[config.mk]
export PLATFORM = sky130hd
export DESIGN_NAME = ssd_message_scroller
export DESIGN_NICKNAME = d
export VERILOG_FILES = /design/src/rtl/ssd_message_scroller_pkg.sv /design/src/rtl/ssd_scroll_tick.sv /design/src/rtl/ssd_message_scroller.sv
export SDC_FILE = /design/constraint.sdc
export NUM_CORES = 1
export LEC_CHECK = 0
export CAP_MARGIN = 0
export CELL_PAD_IN_SITES_DETAIL_PLACEMENT = 0
export CELL_PAD_IN_SITES_GLOBAL_PLACEMENT = 1
export CORE_MARGIN = 5
export CORE_UTILIZATION = 45
export DETAILED_ROUTE_END_ITERATION = 16
export PLACE_DENSITY_LB_ADDON = 0.1
export SYNTH_ARGS = -nofsm -noshare
export SYNTH_HDL_FRONTEND = slang
export SYNTH_HIERARCHICAL = 1
export SYNTH_SLANG_ARGS = --single-unit
export TNS_END_PERCENT = 1
[constraint.sdc]
create_clock -name clk -period 4.54 [get_ports clk]
set_clock_uncertainty 0.1 [all_clocks]
set_input_delay 1.362 -clock clk [delete_from_list [all_inputs] [get_ports clk]]
set_output_delay 1.362 -clock clk [all_outputs]
set_load 0.005 [all_outputs]
[src/rtl/ssd_message_scroller_pkg.sv]
// Shared types and constants for the seven-segment message scroller.
package ssd_message_scroller_pkg;

  localparam int unsigned CHAR_W = 8;
  localparam int unsigned DIGITS = 4;
  localparam logic [CHAR_W-1:0] BLANK = 8'h00;

  typedef enum logic {
    ST_LOAD = 1'b0,
    ST_SHOW = 1'b1
  } state_t;

endpackage

[src/rtl/ssd_scroll_tick.sv]
// Step-rate divider: counts 0..STEP_COUNTS-1 while enabled, with a one-cycle
// tick on the terminal count. Disabling freezes the count mid-period.
module ssd_scroll_tick #(
  parameter int unsigned STEP_COUNTS = 25_000_000
) (
  input  logic clk,
  input  logic reset,
  input  logic en,
  input  logic clr,
  output logic tick_c
);

  localparam int unsigned CNT_W = (STEP_COUNTS > 1) ? $clog2(STEP_COUNTS) : 1;
  localparam logic [CNT_W-1:0] TERM = CNT_W'(STEP_COUNTS - 1);

  logic [CNT_W-1:0] cnt_q;

  assign tick_c = en && !clr && (cnt_q == TERM);

  // Counter: clear wins, otherwise advance/reload while enabled.
  always_ff @(posedge clk or posedge reset) begin
    if (reset) begin
      cnt_q <= '0;
    end else if (clr) begin
      cnt_q <= '0;
    end else if (en) begin
      if (cnt_q == TERM) cnt_q <= '0;
      else               cnt_q <= cnt_q + CNT_W'(1);
    end
  end

endmodule

[src/rtl/ssd_message_scroller.sv]
// Message buffer and scroller feeding the 4-digit seven-segment controller.
// Short messages (<=4 chars) are shown static and left-aligned; longer ones
// scroll left with GAP blanks between repeats.
module ssd_message_scroller
  import ssd_message_scroller_pkg::*;
#(
  parameter int unsigned       MAX_CHARS   = 32,
  parameter int unsigned       GAP         = 4,
  parameter int unsigned       STEP_COUNTS = 25_000_000,
  parameter logic [CHAR_W-1:0] BLANK_CHAR  = BLANK
) (
  input  logic                     clk,
  input  logic                     reset,
  input  logic                     clear,
  input  logic                     wr_en,
  input  logic [CHAR_W-1:0]        wr_char,
  output logic                     wr_ready,
  input  logic                     commit,
  input  logic                     pause,
  output logic [DIGITS*CHAR_W-1:0] word,
  output logic                     scrolling,
  output logic                     wrap
);

  localparam int unsigned LEN_W  = $clog2(MAX_CHARS + 1);
  localparam int unsigned OFF_W  = $clog2(MAX_CHARS + GAP + 4);
  localparam int unsigned ADDR_W = (MAX_CHARS > 1) ? $clog2(MAX_CHARS) : 1;
  localparam logic [LEN_W-1:0] LEN_MAX    = LEN_W'(MAX_CHARS);
  localparam logic [LEN_W-1:0] LEN_STATIC = LEN_W'(DIGITS);

  state_t                   state_q, state_d;
  logic [LEN_W-1:0]         len_q, len_d;
  logic [OFF_W-1:0]         off_q, off_d;
  logic                     wrap_d;
  logic                     wr_ok_c;
  logic                     tick_c;
  logic                     tick_en_c;
  logic                     tick_clr_c;
  logic [OFF_W-1:0]         period_c;
  logic [DIGITS*CHAR_W-1:0] word_c;
  logic [OFF_W-1:0]         idx;
  logic [CHAR_W-1:0]        buf_q [MAX_CHARS];

  assign period_c   = OFF_W'(len_q) + OFF_W'(GAP);
  assign tick_en_c  = (state_q == ST_SHOW) && (len_q > LEN_STATIC) && !pause;
  assign tick_clr_c = clear || (state_q == ST_LOAD);

  ssd_scroll_tick #(
    .STEP_COUNTS (STEP_COUNTS)
  ) u_tick (
    .clk    (clk),
    .reset  (reset),
    .en     (tick_en_c),
    .clr    (tick_clr_c),
    .tick_c (tick_c)
  );

  // State, length and offset registers.
  always_ff @(posedge clk or posedge reset) begin
    if (reset) begin
      state_q <= ST_LOAD;
      len_q   <= '0;
      off_q   <= '0;
    end else begin
      state_q <= state_d;
      len_q   <= len_d;
      off_q   <= off_d;
    end
  end

  // Next-state: loading, commit, offset advance and wrap detection.
  always_comb begin
    state_d = state_q;
    len_d   = len_q;
    off_d   = off_q;
    wrap_d  = 1'b0;
    wr_ok_c = 1'b0;
    if (clear) begin
      state_d = ST_LOAD;
      len_d   = '0;
      off_d   = '0;
    end else begin
      case (state_q)
        ST_LOAD: begin
          wr_ok_c = wr_en && (len_q < LEN_MAX);
          if (wr_ok_c) len_d = len_q + LEN_W'(1);
          if (commit && (len_d != '0)) begin
            state_d = ST_SHOW;
            off_d   = '0;
          end
        end
        ST_SHOW: begin
          if (tick_c) begin
            if (off_q == period_c - OFF_W'(1)) begin
              off_d  = '0;
              wrap_d = 1'b1;
            end else begin
              off_d = off_q + OFF_W'(1);
            end
          end
        end
        default: state_d = ST_LOAD;
      endcase
    end
  end

  // Character buffer; unused slots are masked at assembly so no reset needed.
  always_ff @(posedge clk) begin
    if (wr_ok_c) buf_q[len_q[ADDR_W-1:0]] <= wr_char;
  end

  // Window assembly: four consecutive positions of the circular message+gap.
  always_comb begin
    word_c = {DIGITS{BLANK_CHAR}};
    idx    = '0;
    if (state_q == ST_SHOW) begin
      for (int unsigned i = 0; i < DIGITS; i++) begin
        idx = off_q + OFF_W'(i);
        if ((len_q > LEN_STATIC) && (idx >= period_c)) idx = idx - period_c;
        if (idx < OFF_W'(len_q)) begin
          word_c[(DIGITS-1-i)*CHAR_W +: CHAR_W] = buf_q[idx[ADDR_W-1:0]];
        end
      end
    end
  end

  // Registered outputs; clear blanks the word on the same edge.
  always_ff @(posedge clk or posedge reset) begin
    if (reset) begin
      word      <= {DIGITS{BLANK_CHAR}};
      wr_ready  <= 1'b0;
      scrolling <= 1'b0;
      wrap      <= 1'b0;
    end else begin
      word      <= clear ? {DIGITS{BLANK_CHAR}} : word_c;
      wr_ready  <= (state_d == ST_LOAD) && (len_d < LEN_MAX);
      scrolling <= (state_d == ST_SHOW) && (len_d > LEN_STATIC);
      wrap      <= wrap_d;
    end
  end

endmodule

==> report_table.html, run 1 <==
<table>
<tr><th>Metric</th><th>Value</th></tr>
<tr><th colspan="2">Timing</th></tr>
<tr><td>Final Max Slew Viols</td><td>0</td></tr>
<tr><td>Maximum clock rate</td><td>approximately 220 MHz</td></tr>
<tr><td>Number of setup violations in the final report</td><td>0</td></tr>
<tr><td>Setup total negative slack</td><td>0 ns</td></tr>
<tr><td>Transition time at the pin with the least slew margin</td><td>just under 1 ns</td></tr>
<tr><td>Unrepaired setup endpoints after global routing</td><td>yes</td></tr>
<tr><td>Worst max-slew margin expressed relative to the limit</td><td>between 30% and 40%</td></tr>
<tr><td>Setup slack after layout</td><td>approximately 0.034 ns</td></tr>
<tr><td>Count of final hold-check violations</td><td>0</td></tr>
<tr><td>Post-route minimum period</td><td>approximately 4.5 ns</td></tr>
<tr><td>Ratio of final minimum period to clock period</td><td>slightly below 100%</td></tr>
<tr><th colspan="2">Floorplan</th></tr>
<tr><td>Std-Cell Core Area</td><td>0.0490 mm^2</td></tr>
<tr><td>Floorplan die area</td><td>approximately 0.054 mm^2</td></tr>
<tr><td>Initial core utilization</td><td>between 40 and 50%</td></tr>
<tr><td>Num ports</td><td>around 50</td></tr>
<tr><td>Overall die width</td><td>about 230 um</td></tr>
<tr><td>Standard-cell row count</td><td>slightly above 80</td></tr>
<tr><td>Vertical die dimension</td><td>~230 um</td></tr>
<tr><th colspan="2">CTS</th></tr>
<tr><td>CTS tree</td><td>yes</td></tr>
<tr><td>H-tree Lvls</td><td>2</td></tr>
<tr><td>Clock transition time at the flip-flop clock pins of the worst setup and hold paths</td><td>0.06 ns</td></tr>
<tr><td>Clock buffer depth</td><td>3</td></tr>
<tr><td>Root Buffer Master</td><td>sky130_fd_sc_hd__clkbuf_16</td></tr>
<tr><td># clock sinks</td><td>~330</td></tr>
<tr><td>Cts bufs inserted</td><td>39</td></tr>
<tr><td>Clock latency at the later pin of the worst-skew pair</td><td>0.58 ns</td></tr>
<tr><th colspan="2">Power and ir drop</th></tr>
<tr><td>Sequential power share</td><td>39.5%</td></tr>
<tr><td>Internal power</td><td>0.00585 W</td></tr>
<tr><td>Part of the power in the clock network</td><td>39.4%</td></tr>
<tr><td>Net Switching</td><td>about 0.0025 W</td></tr>
<tr><td>Overall power of the completed layout</td><td>approximately 0.0083 W</td></tr>
<tr><td>Portion of total power attributed to combinational logic</td><td>21.1%</td></tr>
<tr><td>Cell Pwr Density</td><td>306 mW/mm^2</td></tr>
<tr><td>Leakage power total</td><td>10.8 nW</td></tr>
<tr><td>Worst-case vdd ir drop</td><td>~330 uV</td></tr>
<tr><td>Switching power share of the total</td><td>29.7%</td></tr>
<tr><th colspan="2">Placed design</th></tr>
<tr><td>Count of input and output buffers</td><td>48</td></tr>
<tr><td>Placed wire-length estimate after detailed placement</td><td>~74,000 um</td></tr>
<tr><td>Post-placement setup slack</td><td>-0.329 ns</td></tr>
<tr><td>Placer's final routability congestion estimate</td><td>a little over 1</td></tr>
<tr><td>Cell Count Post-Placement</td><td>roughly 3.3k</td></tr>
<tr><th colspan="2">Setup path</th></tr>
<tr><td>Data required, critical path</td><td>between 4 and 5 ns</td></tr>
<tr><td>Critical path's most frequent cell</td><td>sky130_fd_sc_hd__buf_4</td></tr>
<tr><td>Worst-path maximum fanout</td><td>12</td></tr>
<tr><td>Startpoint class of the critical path</td><td>flip-flop</td></tr>
<tr><td>Worst path slowest cell</td><td>sky130_fd_sc_hd__dfrtp_1</td></tr>
<tr><td>Startpoint-to-endpoint class of the critical path</td><td>flip-flop to flip-flop</td></tr>
<tr><td>Cells along the critical path</td><td>buf_4 &gt; buf_4 &gt; ha_1 &gt; o21ai_0 &gt; a31oi_2 &gt; buf_4 &gt; o221a_4 &gt; a21oi_4 &gt; ha_1 &gt; o21a_1 &gt; o2111ai_2 &gt; a21oi_2 &gt; a2111oi_4 &gt; or3b_4 &gt; buf_6 &gt; nand4b_1 &gt; nand4_1</td></tr>
<tr><td>Worst Path Arrival</td><td>slightly below 5 ns</td></tr>
<tr><td>CP bufs+invs</td><td>4</td></tr>
<tr><td>Delay of the slowest critical-path stage</td><td>approximately 0.43 ns</td></tr>
<tr><td>Endpoint kind of the worst setup timing path</td><td>flip-flop</td></tr>
<tr><td>Kind of cell with the highest combined delay on the critical path</td><td>compound AO/OA/AOI/OAI gates</td></tr>
<tr><th colspan="2">Logic synthesis</th></tr>
<tr><td>Post-synth EDFFs</td><td>approximately 260</td></tr>
<tr><td>Predominant post-synthesis flop cell</td><td>sky130_fd_sc_hd__edfxtp_1</td></tr>
<tr><td>Post-synth cell types</td><td>86</td></tr>
<tr><td>Share of synthesized registers carrying an async set or reset</td><td>between 20% and 30%</td></tr>
<tr><td>Synth warnings</td><td>6</td></tr>
<tr><td>Mapped Nets</td><td>~2.5k</td></tr>
<tr><td>Number of synthesized register bits</td><td>about 330</td></tr>
<tr><td>Mean Syn Cell Area</td><td>8.99 um^2</td></tr>
<tr><td>Mapped cell area</td><td>between 0.02 and 0.025 mm^2</td></tr>
<tr><td>Mapped Cells</td><td>between 2k and 2.5k</td></tr>
<tr><td>Sequential share of the synthesized area</td><td>42.7%</td></tr>
<tr><th colspan="2">Cells and area</th></tr>
<tr><td>Number of filler cells placed in the layout</td><td>between 4k and 5k</td></tr>
<tr><td>Leading cell type in the layout, fill and taps excluded</td><td>sky130_fd_sc_hd__nand2_1</td></tr>
<tr><td>Signed area change from the synthesized netlist to the final layout</td><td>22.4%</td></tr>
<tr><td>Share of cells above drive strength 1</td><td>between 15 and 20%</td></tr>
<tr><td>Post-layout util</td><td>55.7%</td></tr>
<tr><td>Post-Layout Cell Count</td><td>roughly 3.4k</td></tr>
<tr><td>Leading cell types in the layout, fill and taps excluded</td><td>566 x sky130_fd_sc_hd__nand2_1, 256 x sky130_fd_sc_hd__edfxtp_1, 247 x sky130_fd_sc_hd__a21oi_1</td></tr>
<tr><td>Nets@finish</td><td>2,754</td></tr>
<tr><th colspan="2">Global routing</th></tr>
<tr><td>Global-route usage over all layers</td><td>38.2%</td></tr>
<tr><td>Met1 capacity usage during global routing</td><td>53.7%</td></tr>
<tr><td>Global-route wire length before repair</td><td>around 150,000 um</td></tr>
<tr><td>Global route total overflow</td><td>0</td></tr>
<tr><td>Initial antenna violation count</td><td>5</td></tr>
<tr><td>Vias in the first global route</td><td>about 21k</td></tr>
<tr><td>Met2 GRT Util</td><td>56.5%</td></tr>
<tr><td>Global-route layer with the greatest usage</td><td>met2</td></tr>
<tr><td>GR Util met3</td><td>around 8.5%</td></tr>
<tr><td>Pin count of the biggest net entering global routing</td><td>54</td></tr>
<tr><th colspan="2">Routing</th></tr>
<tr><td>Average routed wire per standard cell</td><td>31.4 um</td></tr>
<tr><td>Drt first pass iters</td><td>6</td></tr>
<tr><td>Total Wirelength</td><td>106,000 um</td></tr>
<tr><td>Drt first-iter violations</td><td>about 3.4k</td></tr>
<tr><td>Residual DRC</td><td>0</td></tr>
<tr><td>Avg Vias per Cell</td><td>approximately 6.6</td></tr>
<tr><td>Routed vias</td><td>roughly 22k</td></tr>
<tr><td>Routed Antenna Nets</td><td>0</td></tr>
<tr><th colspan="2">Run status</th></tr>
<tr><td>Run status</td><td>finished clean</td></tr>
<tr><th colspan="2">Min path</th></tr>
<tr><td>Class of the tightest hold or removal check</td><td>flip-flop to flip-flop</td></tr>
<tr><th colspan="2">Run</th></tr>
<tr><td>Number of max-cap violations</td><td>0</td></tr>
</table>
[repair_timing]
item / CTS / global route
hold buffers: 0 / 0
buffers inserted: 4 / 8
gates resized for setup: 15 / 43
cloned: 1 / 2
setup endpoints to repair: 12 / 26
pin swaps: 2 / 13
[final cells by class]
cell class | count | area, um^2 | area share (%)
Multi-Input combinational cell | 1892 | 12100 | 44.4
Clock buffer | 49 | 1080 | 3.95
Timing Repair Buffer | 335 | 3160 | 11.6
Clock inverter | 21 | 233 | 0.854
Antenna cell | 2 | 5.00 | 0.0184
Inverter | 85 | 320 | 1.18
Sequential cell | 329 | 9520 | 34.9
Tap cell | 664 | 831 | 3.05
[flip-flops by register name, indices dropped and copies added (netlist names)]
signal / flops
buf_q: 256
word: 32
u_tick/cnt_q: 25
len_q: 6
off_q: 6
scrolling: 1
state_q: 1
wr_ready: 1
wrap: 1
[final timing paths]
check,from,to,slack [ns],cells past startpoint
min in group asynchronous,reset,scrolling$_DFF_PP0_,1.12,2
max in group asynchronous,reset,u_tick/cnt_q[1]$_DFFE_PP0P_,2.45,2
worst max register to register,len_q[2]$_DFF_PP0_,word[9]$_DFF_PP0_,0.03,17
worst min-delay path,u_tick/cnt_q[18]$_DFFE_PP0P_,u_tick/cnt_q[18]$_DFFE_PP0P_,0.45,1
worst min register to register,u_tick/cnt_q[18]$_DFFE_PP0P_,u_tick/cnt_q[18]$_DFFE_PP0P_,0.45,1
worst max-delay path,len_q[2]$_DFF_PP0_,word[9]$_DFF_PP0_,0.03,17
[stage by stage]
| step | area [um^2] | hold slack, ns |
|---|---|---|
| 2_1_floorplan | 22300 | 0.400 |
| 4_1_cts | 26900 | 0.448 |
| 3_3_place_gp | 25500 | 0.434 |
| 3_5_place_dp | 25500 | 0.440 |
| 5_1_grt | 27200 | 0.475 |
| 6_report | 27200 | 0.452 |
[synthesized netlist by cell type (40+ instances only)]
| cell type | n | area [um^2] |
|---|---|---|
| sky130_fd_sc_hd__nand2_1 | 568 | 2130 |
| sky130_fd_sc_hd__edfxtp_1 | 256 | 7690 |
| sky130_fd_sc_hd__a21oi_1 | 252 | 1260 |
| sky130_fd_sc_hd__mux2i_1 | 178 | 1780 |
| sky130_fd_sc_hd__nor2_1 | 104 | 390 |
| sky130_fd_sc_hd__nand3_1 | 98 | 490 |
| sky130_fd_sc_hd__clkbuf_1 | 86 | 323 |
| sky130_fd_sc_hd__inv_1 | 81 | 304 |
| sky130_fd_sc_hd__dfrtp_1 | 73 | 1830 |
| sky130_fd_sc_hd__o21ai_0 | 70 | 350 |
| sky130_fd_sc_hd__o22ai_1 | 63 | 394 |
| sky130_fd_sc_hd__buf_2 | 59 | 295 |
| sky130_fd_sc_hd__ha_1 | 54 | 676 |
| sky130_fd_sc_hd__a32oi_1 | 50 | 438 |
| sky130_fd_sc_hd__nand4_1 | 40 | 250 |
[cells by family after synthesis]
group,share of synthesized area (%)
muxes,9.84
DFF,42.7
AOI/OAI and AO/OA,17.6
buffers and inverters,4.97
and+or+nand+nor,19.7
adders and majority gates,3.39
xor gates and xnor gates,1.85
[metal layers]
layer / wire length (um) / up-vias / share of wire (%)
met2: 44700 / 1620 / 42
li1: - / 9591 / -
met4: 6480 / 4 / 6.1
met3: 12600 / 359 / 12
met1: 42300 / 10900 / 40
met5: 20 / - / 0.019
[power by group through the flow]
stage | Sequential [W] | Combinational (W) | Clock, W
2_1_floorplan | 0.00335 | 0.000859 | 0
3_3_place_gp | 0.00335 | 0.00164 | 0
3_5_place_dp | 0.00335 | 0.00165 | 0
4_1_cts | 0.00329 | 0.00166 | 0.00331
5_1_grt | 0.00329 | 0.00181 | 0.00345
6_report | 0.00329 | 0.00175 | 0.00328
[worst register-to-register path: cells and delay by family (launching register included)]
| kind | cells | cell delay (ns) |
|---|---|---|
| buf+inv | 4 | 0.68 |
| flops | 1 | 0.43 |
| fa+ha+maj | 2 | 0.59 |
| simple gates | 3 | 1.14 |
| compound gates | 8 | 1.49 |
(Power assumes the default switching activity.)
==> run 2: changes to the inputs <==
SLEW_MARGIN = 15   (was not set)
==> results of run 2 <==
Final layout, timing and power as in run 1 (identical DEF).
